File: config.mk
export PLATFORM = sky130hd
export DESIGN_NAME = tile_match_engine_flat
export DESIGN_NICKNAME = d
export VERILOG_FILES = /design/src/rtl/tile_match_engine_if.sv /design/src/rtl/tile_match_engine.sv /design/src/flat_wrapper.sv
export SDC_FILE = /design/constraint.sdc
export NUM_CORES = 1
export LEC_CHECK = 0
export ABC_AREA = 1
export BUFFER_PORTS_ARGS = -buffer_cell sky130_fd_sc_hd__clkbuf_2
export CORE_ASPECT_RATIO = 0.5
export CORE_MARGIN = 2
export CORE_UTILIZATION = 40
export DETAILED_ROUTE_END_ITERATION = 12
export HOLD_SLACK_MARGIN = 0.02
export SLEW_MARGIN = 20
export SYNTH_ARGS = -nofsm -noshare
export SYNTH_HDL_FRONTEND = slang
export SYNTH_SLANG_ARGS = --single-unit
File: constraint.sdc
create_clock -name CLOCK_50 -period 5.5 [get_ports CLOCK_50]
set_input_delay 0.275 -clock CLOCK_50 [delete_from_list [all_inputs] [get_ports CLOCK_50]]
set_output_delay 0.275 -clock CLOCK_50 [all_outputs]
set_load 0.02 [all_outputs]
File: src/rtl/tile_match_engine_if.sv
// Board-load port for tile_match_engine: one symbol per cycle under valid/ready.
interface tile_match_engine_if #(
  parameter int unsigned SYM_W = 3
) ();
  logic             ld_valid;
  logic [SYM_W-1:0] ld_sym;
  logic             ld_ready;

  modport master (output ld_valid, output ld_sym, input ld_ready);
  modport slave  (input ld_valid, input ld_sym, output ld_ready);
endinterface

File: src/rtl/tile_match_engine.sv
// Tile-matching game core: board load, button conditioning, pick/compare/show/done
// sequencing with score, miss counting and win/lose decision.
module tile_match_engine #(
  parameter int unsigned NUM_TILES   = 16,
  parameter int unsigned IDX_W       = 4,
  parameter int unsigned SYM_W       = 3,
  parameter int unsigned SHOW_CYCLES = 50_000_000,
  parameter int unsigned MAX_MISSES  = 0
) (
  input  logic                 CLOCK_50,
  input  logic                 resetn,
  input  logic [2:0]           KEY,
  input  logic [IDX_W-1:0]     SW,
  tile_match_engine_if.slave   ld,
  output logic [NUM_TILES-1:0] reveal_mask,
  output logic [SYM_W-1:0]     first_sym,
  output logic [SYM_W-1:0]     second_sym,
  output logic [IDX_W-1:0]     score,
  output logic [7:0]           misses,
  output logic [2:0]           state,
  output logic                 done,
  output logic                 win,
  output logic                 err
);

  localparam int unsigned TimerW = (SHOW_CYCLES > 1) ? $clog2(SHOW_CYCLES) : 1;
  localparam logic [TimerW-1:0] TimerLoad = TimerW'(SHOW_CYCLES - 1);
  localparam logic [IDX_W-1:0]  LastIdx   = IDX_W'(NUM_TILES - 1);
  localparam logic [IDX_W:0]    AllPairs  = (IDX_W + 1)'(NUM_TILES / 2);

  typedef enum logic [2:0] {
    StLoad    = 3'd0,
    StPick1   = 3'd1,
    StPick2   = 3'd2,
    StCompare = 3'd3,
    StShow    = 3'd4,
    StDone    = 3'd5
  } state_e;

  state_e                state_q;
  logic [SYM_W-1:0]      board_q [NUM_TILES];
  logic [IDX_W-1:0]      wr_ptr_q;
  logic [NUM_TILES-1:0]  matched_q;
  logic [IDX_W-1:0]      first_q, second_q;
  logic                  first_vld_q, second_vld_q;
  logic [SYM_W-1:0]      first_sym_q, second_sym_q;
  logic [TimerW-1:0]     timer_q;
  logic [IDX_W-1:0]      score_q;
  logic [7:0]            misses_q;
  logic                  win_q, err_q;
  logic [2:0]            key_s1_q, key_s2_q, key_prev_q;

  logic [2:0]            press;
  logic                  sw_ok;
  logic [IDX_W:0]        score_inc;
  logic [7:0]            miss_inc;

  // Falling edge of the synchronised, active-low button.
  assign press     = ~key_s2_q & key_prev_q;
  assign sw_ok     = (32'(SW) < NUM_TILES) && !matched_q[SW];
  assign score_inc = {1'b0, score_q} + 1'b1;
  assign miss_inc  = (misses_q == 8'hFF) ? 8'hFF : misses_q + 8'd1;

  always_ff @(posedge CLOCK_50) begin
    if (resetn && (state_q == StLoad) && ld.ld_valid) begin
      board_q[wr_ptr_q] <= ld.ld_sym;
    end
  end

  always_ff @(posedge CLOCK_50) begin
    if (!resetn) begin
      state_q      <= StLoad;
      wr_ptr_q     <= '0;
      matched_q    <= '0;
      first_q      <= '0;
      second_q     <= '0;
      first_vld_q  <= 1'b0;
      second_vld_q <= 1'b0;
      first_sym_q  <= '0;
      second_sym_q <= '0;
      timer_q      <= '0;
      score_q      <= '0;
      misses_q     <= '0;
      win_q        <= 1'b0;
      err_q        <= 1'b0;
      key_s1_q     <= 3'b111;
      key_s2_q     <= 3'b111;
      key_prev_q   <= 3'b111;
    end else begin
      key_s1_q   <= KEY;
      key_s2_q   <= key_s1_q;
      key_prev_q <= key_s2_q;
      err_q      <= 1'b0;

      case (state_q)
        StLoad: begin
          if (ld.ld_valid) begin
            if (wr_ptr_q == LastIdx) begin
              wr_ptr_q     <= '0;
              matched_q    <= '0;
              score_q      <= '0;
              misses_q     <= '0;
              win_q        <= 1'b0;
              first_vld_q  <= 1'b0;
              second_vld_q <= 1'b0;
              first_sym_q  <= '0;
              second_sym_q <= '0;
              state_q      <= StPick1;
            end else begin
              wr_ptr_q <= wr_ptr_q + 1'b1;
            end
          end
        end

        StPick1, StPick2: begin
          if (press[2]) begin
            first_vld_q  <= 1'b0;
            second_vld_q <= 1'b0;
            first_sym_q  <= '0;
            second_sym_q <= '0;
            wr_ptr_q     <= '0;
            state_q      <= StLoad;
          end else if (press[0]) begin
            if (state_q == StPick1 && sw_ok) begin
              first_q     <= SW;
              first_vld_q <= 1'b1;
              first_sym_q <= board_q[SW];
              state_q     <= StPick2;
            end else if (state_q == StPick2 && sw_ok && (SW != first_q)) begin
              second_q     <= SW;
              second_vld_q <= 1'b1;
              second_sym_q <= board_q[SW];
              state_q      <= StCompare;
            end else begin
              err_q <= 1'b1;
            end
          end
        end

        StCompare: begin
          if (first_sym_q == second_sym_q) begin
            matched_q[first_q]  <= 1'b1;
            matched_q[second_q] <= 1'b1;
            score_q      <= score_inc[IDX_W-1:0];
            first_vld_q  <= 1'b0;
            second_vld_q <= 1'b0;
            first_sym_q  <= '0;
            second_sym_q <= '0;
            if (score_inc == AllPairs) begin
              win_q   <= 1'b1;
              state_q <= StDone;
            end else begin
              state_q <= StPick1;
            end
          end else begin
            misses_q <= miss_inc;
            if ((MAX_MISSES != 0) && (32'(miss_inc) >= MAX_MISSES)) begin
              win_q   <= 1'b0;
              state_q <= StDone;
            end else begin
              timer_q <= TimerLoad;
              state_q <= StShow;
            end
          end
        end

        StShow: begin
          if (press[2] || press[1] || (timer_q == '0)) begin
            first_vld_q  <= 1'b0;
            second_vld_q <= 1'b0;
            first_sym_q  <= '0;
            second_sym_q <= '0;
            wr_ptr_q     <= '0;
            state_q      <= press[2] ? StLoad : StPick1;
          end else begin
            timer_q <= timer_q - 1'b1;
          end
        end

        StDone: begin
          if (press[2]) begin
            wr_ptr_q <= '0;
            state_q  <= StLoad;
          end
        end

        default: state_q <= StLoad;
      endcase
    end
  end

  always_comb begin
    reveal_mask = matched_q;
    if (first_vld_q)  reveal_mask[first_q]  = 1'b1;
    if (second_vld_q) reveal_mask[second_q] = 1'b1;
  end

  assign ld.ld_ready = (state_q == StLoad);
  assign first_sym   = first_sym_q;
  assign second_sym  = second_sym_q;
  assign score       = score_q;
  assign misses      = misses_q;
  assign state       = state_q;
  assign done        = (state_q == StDone);
  assign win         = win_q;
  assign err         = err_q;

endmodule

File: src/flat_wrapper.sv
// flat-port wrapper written by rule: the top's interface ports become plain ports
module tile_match_engine_flat 
#(
  parameter int unsigned NUM_TILES   = 16,
  parameter int unsigned IDX_W       = 4,
  parameter int unsigned SYM_W       = 3,
  parameter int unsigned SHOW_CYCLES = 50_000_000,
  parameter int unsigned MAX_MISSES  = 0
)
  (CLOCK_50, resetn, KEY, SW, reveal_mask, first_sym, second_sym, score, misses, state, done, win, err, ld_ld_valid, ld_ld_sym, ld_ld_ready);
  tile_match_engine_if #(.SYM_W(SYM_W)) ld_i ();
  input  logic CLOCK_50;
  input  logic resetn;
  input  logic [2:0] KEY;
  input  logic [IDX_W-1:0] SW;
  output logic [NUM_TILES-1:0] reveal_mask;
  output logic [SYM_W-1:0] first_sym;
  output logic [SYM_W-1:0] second_sym;
  output logic [IDX_W-1:0] score;
  output logic [7:0] misses;
  output logic [2:0] state;
  output logic done;
  output logic win;
  output logic err;
  input wire logic [$bits(ld_i.ld_valid)-1:0] ld_ld_valid;
  input wire logic [$bits(ld_i.ld_sym)-1:0] ld_ld_sym;
  output wire logic [$bits(ld_i.ld_ready)-1:0] ld_ld_ready;
  assign ld_i.ld_valid = ld_ld_valid;
  assign ld_i.ld_sym = ld_ld_sym;
  assign ld_ld_ready = ld_i.ld_ready;
  tile_match_engine #(.NUM_TILES(NUM_TILES), .IDX_W(IDX_W), .SYM_W(SYM_W), .SHOW_CYCLES(SHOW_CYCLES), .MAX_MISSES(MAX_MISSES)) u_core (.CLOCK_50(CLOCK_50), .resetn(resetn), .KEY(KEY), .SW(SW), .ld(ld_i), .reveal_mask(reveal_mask), .first_sym(first_sym), .second_sym(second_sym), .score(score), .misses(misses), .state(state), .done(done), .win(win), .err(err));
endmodule
# == Word level (Yosys, flattened, before mapping) ==
# Memory sizes are Yosys's and may differ from the RTL's.
# Cells that the tools add are included.
# classes
n_addsub,4
magnitude_cmp,5
n_eq_ne,24
mux,73
bitwise,10
reduce_logical,29
# ops
operator,n
16-bit 2-to-1 mux,5
3-bit 2-to-1 mux,21
26-bit 2-to-1 mux,2
26-bit case mux with 2 select lines,1
16-bit bitwise OR,3
8-bit 2-to-1 mux,4
16-bit case mux with 2 select lines,1
4-bit 2-to-1 mux,7
26-bit zero test,1
"26-bit by 1-bit subtractor with 26-bit output, second input constant",1
3-bit case mux with 4 select lines,2
1-bit 2-to-1 mux,20
8-bit case mux with 2 select lines,1
4-bit AND reduction,4
"4-bit by 5-bit less-than comparator with 1-bit output, second input constant",3
3-bit case mux with 5 select lines,1
"2-bit by 1-bit inequality test with 1-bit output, second input constant",6
4-bit case mux with 3 select lines,1
5-bit AND reduction,2
"3-bit by 1-bit inequality test with 1-bit output, second input constant",3
"8-bit by 1-bit adder with 8-bit output, second input constant",1
1-bit demux with 4-bit select,2
"8-bit == test, second input constant",1
"4-bit by 1-bit greater-or-equal comparator with 1-bit output, second input constant",2
other kinds (33),50
# word_totals
regBits,88
ram_bits,48
in_bits,13
output_inout_bits,41
word_cells,163
memories,1
# memory_table
name,words,width,rd,rd_clocked_by_memory_dff,write_ports,line_no,text
u_core.board_q,16,3,1,0,1,tile_match_engine.sv:41,logic [SYM_W-1:0] board_q [NUM_TILES];

# == Depth between registers and ports, before layout ==
# Gate-level depths: netlist (run 1).
# depth
word_depth,10
mapped_depth,14
ltp_nobuf,13

# == Worst setup path after synthesis (run 1) ==
# OpenSTA, ideal clock, no wires.
# synth_timing
path_kind,reg2reg
start,"register u_core.state_q[1], in the netlist u_core.state[1]"
end,"memory u_core.board_q[11][0], enable pin"
setup_ps,345
arrival_time_ps,1477
t_required_ps,5155
setup_slack_ps,3678
stages_incl_launch_ff,8
n_path_buf,0
period_less_slack_ps,1822
path_cell_list,dfxtp_1 -> inv_2 -> nand2_2 -> nor2_2 -> nand2_1 -> nor2_1 -> inv_1 -> nor3_1
# synth_via
elab_chain_cells,5
# synth_lines
item,line_no,text
"start, declared",tile_match_engine.sv:40,state_e state_q;
"start signal, assigned",tile_match_engine.sv:72,state_q <= StLoad;
"start signal, assigned",tile_match_engine.sv:108,state_q <= StPick1;
"start signal, assigned",tile_match_engine.sv:122,state_q <= StLoad;
3-bit zero test,--,
net ld_ld_ready,flat_wrapper.sv:27,output wire logic [$bits(ld_i.ld_ready)-1:0] ld_ld_ready;
1-bit logical AND (2 in a row),tile_match_engine.sv:65,if (resetn && (state_q == StLoad) && ld.ld_valid) begin
1-bit 2-to-1 mux,tile_match_engine.sv:65,
1-bit 2-to-1 mux (not written as such),tile_match_engine.sv:66,board_q[wr_ptr_q] <= ld.ld_sym;
"end, declared",tile_match_engine.sv:41,
# The timed path passes the listed nets, and every way through them passes these cells.

# == Worst setup path in the final report (run 1) ==
# layout_timing
start,"register u_core.state_q[1], in the netlist u_core.state[1]"
end,register u_core.first_q[0]
# layout_via
elab_chain_cells,3
elab_cells_between_ends,5
cone_classes,2 x eq/ne; 3 x reduce/logical
# layout_lines
item,line_no,text
3-bit by 2-bit == test with 1-bit output or 3-bit by 1-bit == test with 1-bit output (tied branches),"tile_match_engine.sv:95, tile_match_engine.sv:124",
2-bit OR reduction or 1-bit logical AND (tied branches),"tile_match_engine.sv:95, tile_match_engine.sv:124",
4-bit AND reduction (no source line) *,--,
"end signal, assigned",tile_match_engine.sv:75,first_q <= '0;
"end signal, assigned",tile_match_engine.sv:125,first_q <= SW;
"end, declared",tile_match_engine.sv:44,"logic [IDX_W-1:0] first_q, second_q;"
# Mark *: on every way between the ends. The rest lies on a longest branch, timed or not.
# A chain may end at the register's enable or synchronous reset.

==> summary.md, run 1 <==
| Metric | Value |
|---|---|
| Hold Path Cell Cnt | `2` |
| Total Wirelength | `roughly 17 mm` |
| Wire length of the first global-routing pass | `roughly 29 mm` |
| Sw frac | `0.249` |
| Ys Warns | `0` |
| Syn_nets | `~900` |
| Final slew viol count | `0` |
| VDD IR max | `0.224 mV` |
| Combinational power share | `0.036` |
| Setup TNS Final | `0 ps` |
| Core area | `between 0.015 and 0.02 mm^2` |
| Vias in the first global route | `5832` |
| Synth Area in Compound Gates | `0.160` |
| Outcome | `finished clean` |
| Hold Startpoint | `KEY[0]` |
| Hold Worst Slack | `roughly 44 ps` |
| CTS resizes | `0` |
| Share of layout cells above drive strength 1 | `0.126` |
| Clk_skew | `slightly below 10 ps` |
| # setup viols final | `0` |
| Drt first pass iters | `5` |
| Most instantiated cells after synthesis | `nor2_1 (169), nand2_1 (161), inv_1 (91), dfxtp_1 (88), a21oi_1 (68)` |
| Slew @ Worst Pin | `around 890 ps` |
| Pwr/cell area | `284 mW/mm^2` |
| RR Endpoint | `u_core.first_q[0]` |
| Flop2flop setup slack | `~3100 ps` |
| Setup ws final | `between 3000 and 4000 ps` |
| Synth Cell Area | `about 0.007 mm^2` |
| Total grt overflow | `0` |
| Max Clk Rate | `420 MHz` |
| NetSw | `0.551 mW` |
| Fin nets | `957` |
| Int Power | `approximately 1.7 mW` |
| Worst R2R Start | `u_core.state[1]` |
| Mux cell area share after synthesis | `0` |
| Tot GR Track Use | `0.201` |
| # IOs | `54` |
| Area growth syn-to-layout | `13.9%` |
| Mean routed wirelength per cell | `14.6 um` |
| Vias per cell | `5.17` |
| CTS tree | `yes` |
| Clk_lat worst skew | `between 400 and 500 ps` |
| Fin area | `around 0.0078 mm^2` |
| IO buf count | `53` |
| Area contributors post-synth | `dfxtp_1 (26%), edfxtp_1 (21%), nor2_1 (9.3%), nand2_1 (8.8%), inv_1 (5.0%)` |
| Antenna violations before repair | `0` |
| Synth Area in XOR/XNOR | `0.0192` |
| Yosys top cell by area | `dfxtp_1` |
| Worst EP required | `around 5800 ps` |
| H-tree depth | `4` |
| Final Util | `0.470` |
| Worst-path fanout max | `11` |
| Post-DRT Antenna Nets | `0` |
| CP endpoint kind | `flip-flop` |
| Pleak | `3.16 nW` |
| EDFF count, synth | `between 40 and 50` |
| Worst-path clk slew | `60 ps` |
| Crit start category | `flip-flop` |
| Count leader, synth | `nor2_1` |
| Main combinational cell family by area after synthesis | `simple AND/OR/NAND/NOR gates` |
| Post-CTS setup buffers | `0` |
| Final Hold Violating Endpoints | `0` |
| Syn Area/Cell | `7.62 um^2` |
| Largest net degree at the start of global routing | `42` |
| Hold_buf cts | `0` |
| Num Clock Sinks | `roughly 140` |
| Synth async-reset ratio | `0` |
| Post-Synth Adder-Cell Area | `0.0128` |
| Post-DP HPWL | `between 10 and 15 mm` |
| Part of the power in the clock network | `0.490` |
| Worst Hold Class | `primary input to flip-flop` |
| Share of the synthesized area in the top cell type | `0.258` |
| Routed vias | `between 6k and 7k` |
| Die width | `~190 um` |
| Num CTS Buffers | `17` |
| Placed cell area | `a little over 0.007 mm^2` |
| Final Wtd Congestion | `~0.87` |
| # rows | `33` |
| Slew headroom | `0.405` |
| Tmin final | `2380 ps` |
| Critical path type | `flip-flop to flip-flop` |
| FF+latch count, synth | `~140` |
| Reg power frac | `0.474` |
| Worst Setup SP | `u_core.state[1]` |
| Sequential share of the synthesized area | `0.469` |
| Clock Path Buffers | `2` |
| DRC | `0` |
| Post-synth top flop | `dfxtp_1` |
| ANT cells | `0` |
| R2r worst-path depth | `9` |
| Starting Density | `0.413` |
| Cell count after synthesis | `897` |
| Arr. time, crit path | `about 2700 ps` |
| RSZ-0062 raised after global routing | `no` |
| Die Height | `slightly below 100 um` |
| Clock Root Buffer | `clkbuf_16` |
| DIE AREA | `0.0182 mm^2` |
| Period utilisation layout | `0.433` |
| Maxcap violations | `0` |
| Hold EP | `u_core.key_s1_q[0]` |
| Initial DRC count | `about 420` |
| Synth Area in Simple Gates | `0.260` |
| Synth unique cells | `44` |
| Place WS | `3010 ps` |
==> how the worst max path moves through the flow <==
| stage | endpoint | slack (ps) |
|---|---|---|
| 4_1_cts | u_core.first_q[3] | 3130 |
| 2_1_floorplan | u_core.board_q[11][0] | 3680 |
| 3_5_place_dp | u_core.second_sym[0] | 3010 |
| 3_3_place_gp | u_core.second_sym[2] | 3110 |
| 6_report | u_core.first_q[0] | 3120 |
| 5_1_grt | u_core.first_q[0] | 2790 |
==> routing by layer <==
metal	GRT usage	routed length, um
met2	0.344	7930
met3	0.0423	898
met1	0.260	8150
met4	0.0618	235
met5	0	0
==> cell type report <==
class / instances / area (um^2)
Fill cell: 1643 / 8770
Clock buffer: 17 / 425
Tap cell: 227 / 284
Inverter: 98 / 370
Multi-Input combinational cell: 630 / 3090
Timing Repair Buffer: 54 / 273
Clock inverter: 15 / 138
Sequential cell: 136 / 3200
==> cells in the final DEF (no fill, tap or decap), types with 8 or more instances in the layout <==
cell type	Yosys	layout
edfxtp_1	48	48
o21ai_1	10	10
nor3_1	15	15
nand3_1	41	41
nor2_1	169	169
a21oi_1	68	68
inv_1	91	91
nand2_1	161	161
o22ai_1	10	10
clkbuf_2	0	53
xnor2_1	8	8
a221o_1	16	16
dfxtp_1	88	88
clkbuf_16	0	17
o21ai_0	62	62
==> critical path, stage by stage (launching register included) <==
cell	delay, ps
dfxtp_1	470
inv_2	70
nand2_2	120
nand3_1	90
nor2_1	620
inv_1	120
nor2_1	210
nand4_1	270
o21ai_0	230
a21oi_1	60
==> stage by stage <==
stage	cells	total power, mW
after floorplan	897	1.13
after global routing	1177	2.29
after CTS	1177	2.23
after detailed placement	1145	1.15
final	1177	2.21
after global placement	1145	1.15
==> registers in the layout, summed over array words and instances, names as in the netlist, 3 cells and up <==
signal,cells
u_core.first_q,4
u_core.second_q,4
u_core.second_sym,3
u_core.key_s2_q,3
u_core.board_q,48
u_core.timer_q,26
u_core.wr_ptr_q,4
u_core.first_sym,3
u_core.key_prev_q,3
u_core.matched_q,16
u_core.state,3
u_core.score,4
u_core.key_s1_q,3
u_core.misses,8
==> logic make-up (layout without fill, tap and decap cells) <==
group | Yosys count | count (layout)
adders and majority gates | 7 | 7
and+or+nand+nor | 421 | 421
AOI/OAI and AO/OA | 187 | 187
DFF | 136 | 136
xor gates and xnor gates | 15 | 15
buffers and inverters | 131 | 184
==> power by group through the flow <==
stage	Clock, mW	Sequential (mW)	Combinational (mW)
2_1_floorplan	0	1.07	0.0563
3_3_place_gp	0	1.07	0.0793
3_5_place_dp	0	1.07	0.0806
4_1_cts	1.10	1.05	0.0809
5_1_grt	1.15	1.05	0.0916
6_report	1.08	1.05	0.0806
Note: power is estimated with default switching activity, not from simulation.
==> inputs of run 2 (changes only) <==
- clock period: 5.5 -> 2.2 ns (I/O delays scaled with it)
==> summary.md, run 2 (same netlist as run 1, synthesis figures left out) <==
| Metric | Value |
|---|---|
| Outcome | `finished clean` |
| FILL cells | `between 1.5k and 2k` |
| Core area | `roughly 0.017 mm^2` |
| Post-DRT Antenna Nets | `0` |
| # IOs | `54` |
| Final slew viol count | `0` |
| Worst Hold Class | `primary input to flip-flop` |
| Starting Density | `0.413` |
| Share of layout cells above drive strength 1 | `0.142` |
| Tot GR Track Use | `0.199` |
| # setup viols final | `0` |
| Crit start category | `flip-flop` |
| Drt first pass iters | `5` |
| Num CTS Buffers | `17` |
| Die width | `between 150 and 200 um` |
| DIE AREA | `~0.018 mm^2` |
| NetSw | `roughly 1.4 mW` |
| Mean routed wirelength per cell | `between 10 and 15 um` |
| Crit path cell chain | `nor2_2 -> nand2_1 -> nor2_2 -> nand3_2 -> o21bai_4 -> nand2_4 -> nor2_4 -> nand2_1 -> inv_2 -> nand2_1 -> nand2_1 -> nor2_1` |
| # rows | `33` |
| Final Wtd Congestion | `roughly 0.89` |
| IO buf count | `53` |
| Setup ws final | `between 150 and 200 ps` |
| Wire length of the first global-routing pass | `28.3 mm` |
| Period utilisation layout | `0.923` |
| VDD IR max | `roughly 0.56 mV` |
| Setup TNS Final | `0 ps` |
| CP endpoint kind | `flip-flop` |
| CP max-delay cell | `dfxtp_1` |
| Num Clock Sinks | `136` |
| Commonest non-fill, non-tap cell in the layout | `nor2_1` |
| Largest register FFs | `48` |
| Arr. time, crit path | `roughly 2400 ps` |
| Die Height | `96.4 um` |
| Part of the power in the clock network | `0.498` |
| Slew @ Worst Pin | `about 680 ps` |
| Largest net degree at the start of global routing | `between 40 and 50` |
| Antenna violations before repair | `0` |
| Delay of the slowest cell on the worst path | `350 ps` |
| Routed vias | `between 6k and 7k` |
| Clk_skew | `roughly 11 ps` |
| Int Power | `4.28 mW` |
| Total Wirelength | `17.1 mm` |
| Max Clk Rate | `between 400 and 500 MHz` |
| Worst-path clk slew | `about 70 ps` |
| Worst EP required | `2530 ps` |
| Clk_lat worst skew | `430 ps` |
| H-tree depth | `4` |
| Vias in the first global route | `between 5k and 6k` |
| ANT cells | `0` |
| RSZ-0062 raised after global routing | `no` |
| Initial DRC count | `between 400 and 500` |
| Slew headroom | `0.547` |
| Combinational power share | `0.039` |
| Fin nets | `approximately 970` |
| Clock Root Buffer | `clkbuf_16` |
| Critical path type | `flip-flop to flip-flop` |
| DRC | `0` |
| Place WS | `roughly 120 ps` |
| Clock Path Buffers | `2` |
| CP most frequent cell | `nand2_1` |
| Maxcap violations | `0` |
| Final Hold Violating Endpoints | `0` |
| Worst-path fanout max | `7` |
| Reg power frac | `0.463` |
| CTS tree | `yes` |
| Top reg by flops | `u_core.board_q` |
| Post-DP HPWL | `roughly 12 mm` |
| Most frequent cells in the layout | `nor2_1 (169), nand2_1 (161), inv_1 (90)` |
| Area growth syn-to-layout | `16.5%` |
| Top Registers | `u_core.board_q: 48 flops, u_core.timer_q: 26 flops, u_core.matched_q: 16 flops` |
| Vias per cell | `5.13` |
| Pwr/cell area | `711 mW/mm^2` |
| Pleak | `around 3.3 nW` |
| Sw frac | `0.244` |
| Total grt overflow | `0` |
| Tmin final | `~2000 ps` |
==> run 2: worst paths after layout <==
kind	start	endpoint	slack [ps]	depth (start not counted)
worst max-delay path	u_core.timer_q[14]	u_core.first_sym[0]	170	12
worst min-delay path	SW[3]	u_core.second_q[3]	60	3
worst max register to register	u_core.timer_q[14]	u_core.first_sym[0]	170	12
worst min register to register	u_core.key_s1_q[0]	u_core.key_s2_q[0]	410	1
==> run 2: cell type report <==
type	instances	area (um^2)	area share
clock buffer	17	425	0.0534
clock inverter	15	155	0.0195
inverter	98	375	0.0471
multi-input combinational	630	3120	0.391
sequential	136	3200	0.402
tap	227	284	0.0357
timing repair buffer	71	408	0.0512
==> run 2: routing by layer <==
metal,global-route usage,up-vias,wire length (um)
met5,0,-,0
met4,0.0658,0,268
met3,0.0488,25,1110
met2,0.330,198,7720
met1,0.259,2805,8040
li1,-,3093,-
==> run 2: worst max-delay path, delay by kind of cell, from the launching register on <==
family | cells | cell delay (ps)
simple gates | 10 | 1170
flops | 1 | 350
compound gates | 1 | 290
buf+inv | 1 | 120
==> run 2: metrics by stage <==
stage	area [um^2]	cells	util	total power, mW	hold WS (ps)
3_5_place_dp	7310	1157	0.442	2.89	307
5_1_grt	7970	1194	0.481	5.86	63.0
3_3_place_gp	7310	1157	0.442	2.89	302
4_1_cts	7930	1192	0.479	5.70	46.2
2_1_floorplan	6840	897	-	2.82	209
6_report	7970	1194	0.481	5.66	55.1
==> run 2: power by group through the flow <==
stage / registers, mW / clock network (mW) / logic [mW]
6_report: 2.62 / 2.82 / 0.220
5_1_grt: 2.62 / 2.99 / 0.245
4_1_cts: 2.62 / 2.86 / 0.219
3_5_place_dp: 2.68 / 0 / 0.214
3_3_place_gp: 2.68 / 0 / 0.214
2_1_floorplan: 2.68 / 0 / 0.141
==> run 2: timing repair <==
| action | CTS | global route |
|---|---|---|
| buffers inserted | 0 | 2 |
| hold buffers | 3 | 0 |
| setup endpoints to repair | 0 | 36 |
| resized for setup | 0 | 7 |
| hold endpoints to repair | 3 | 0 |
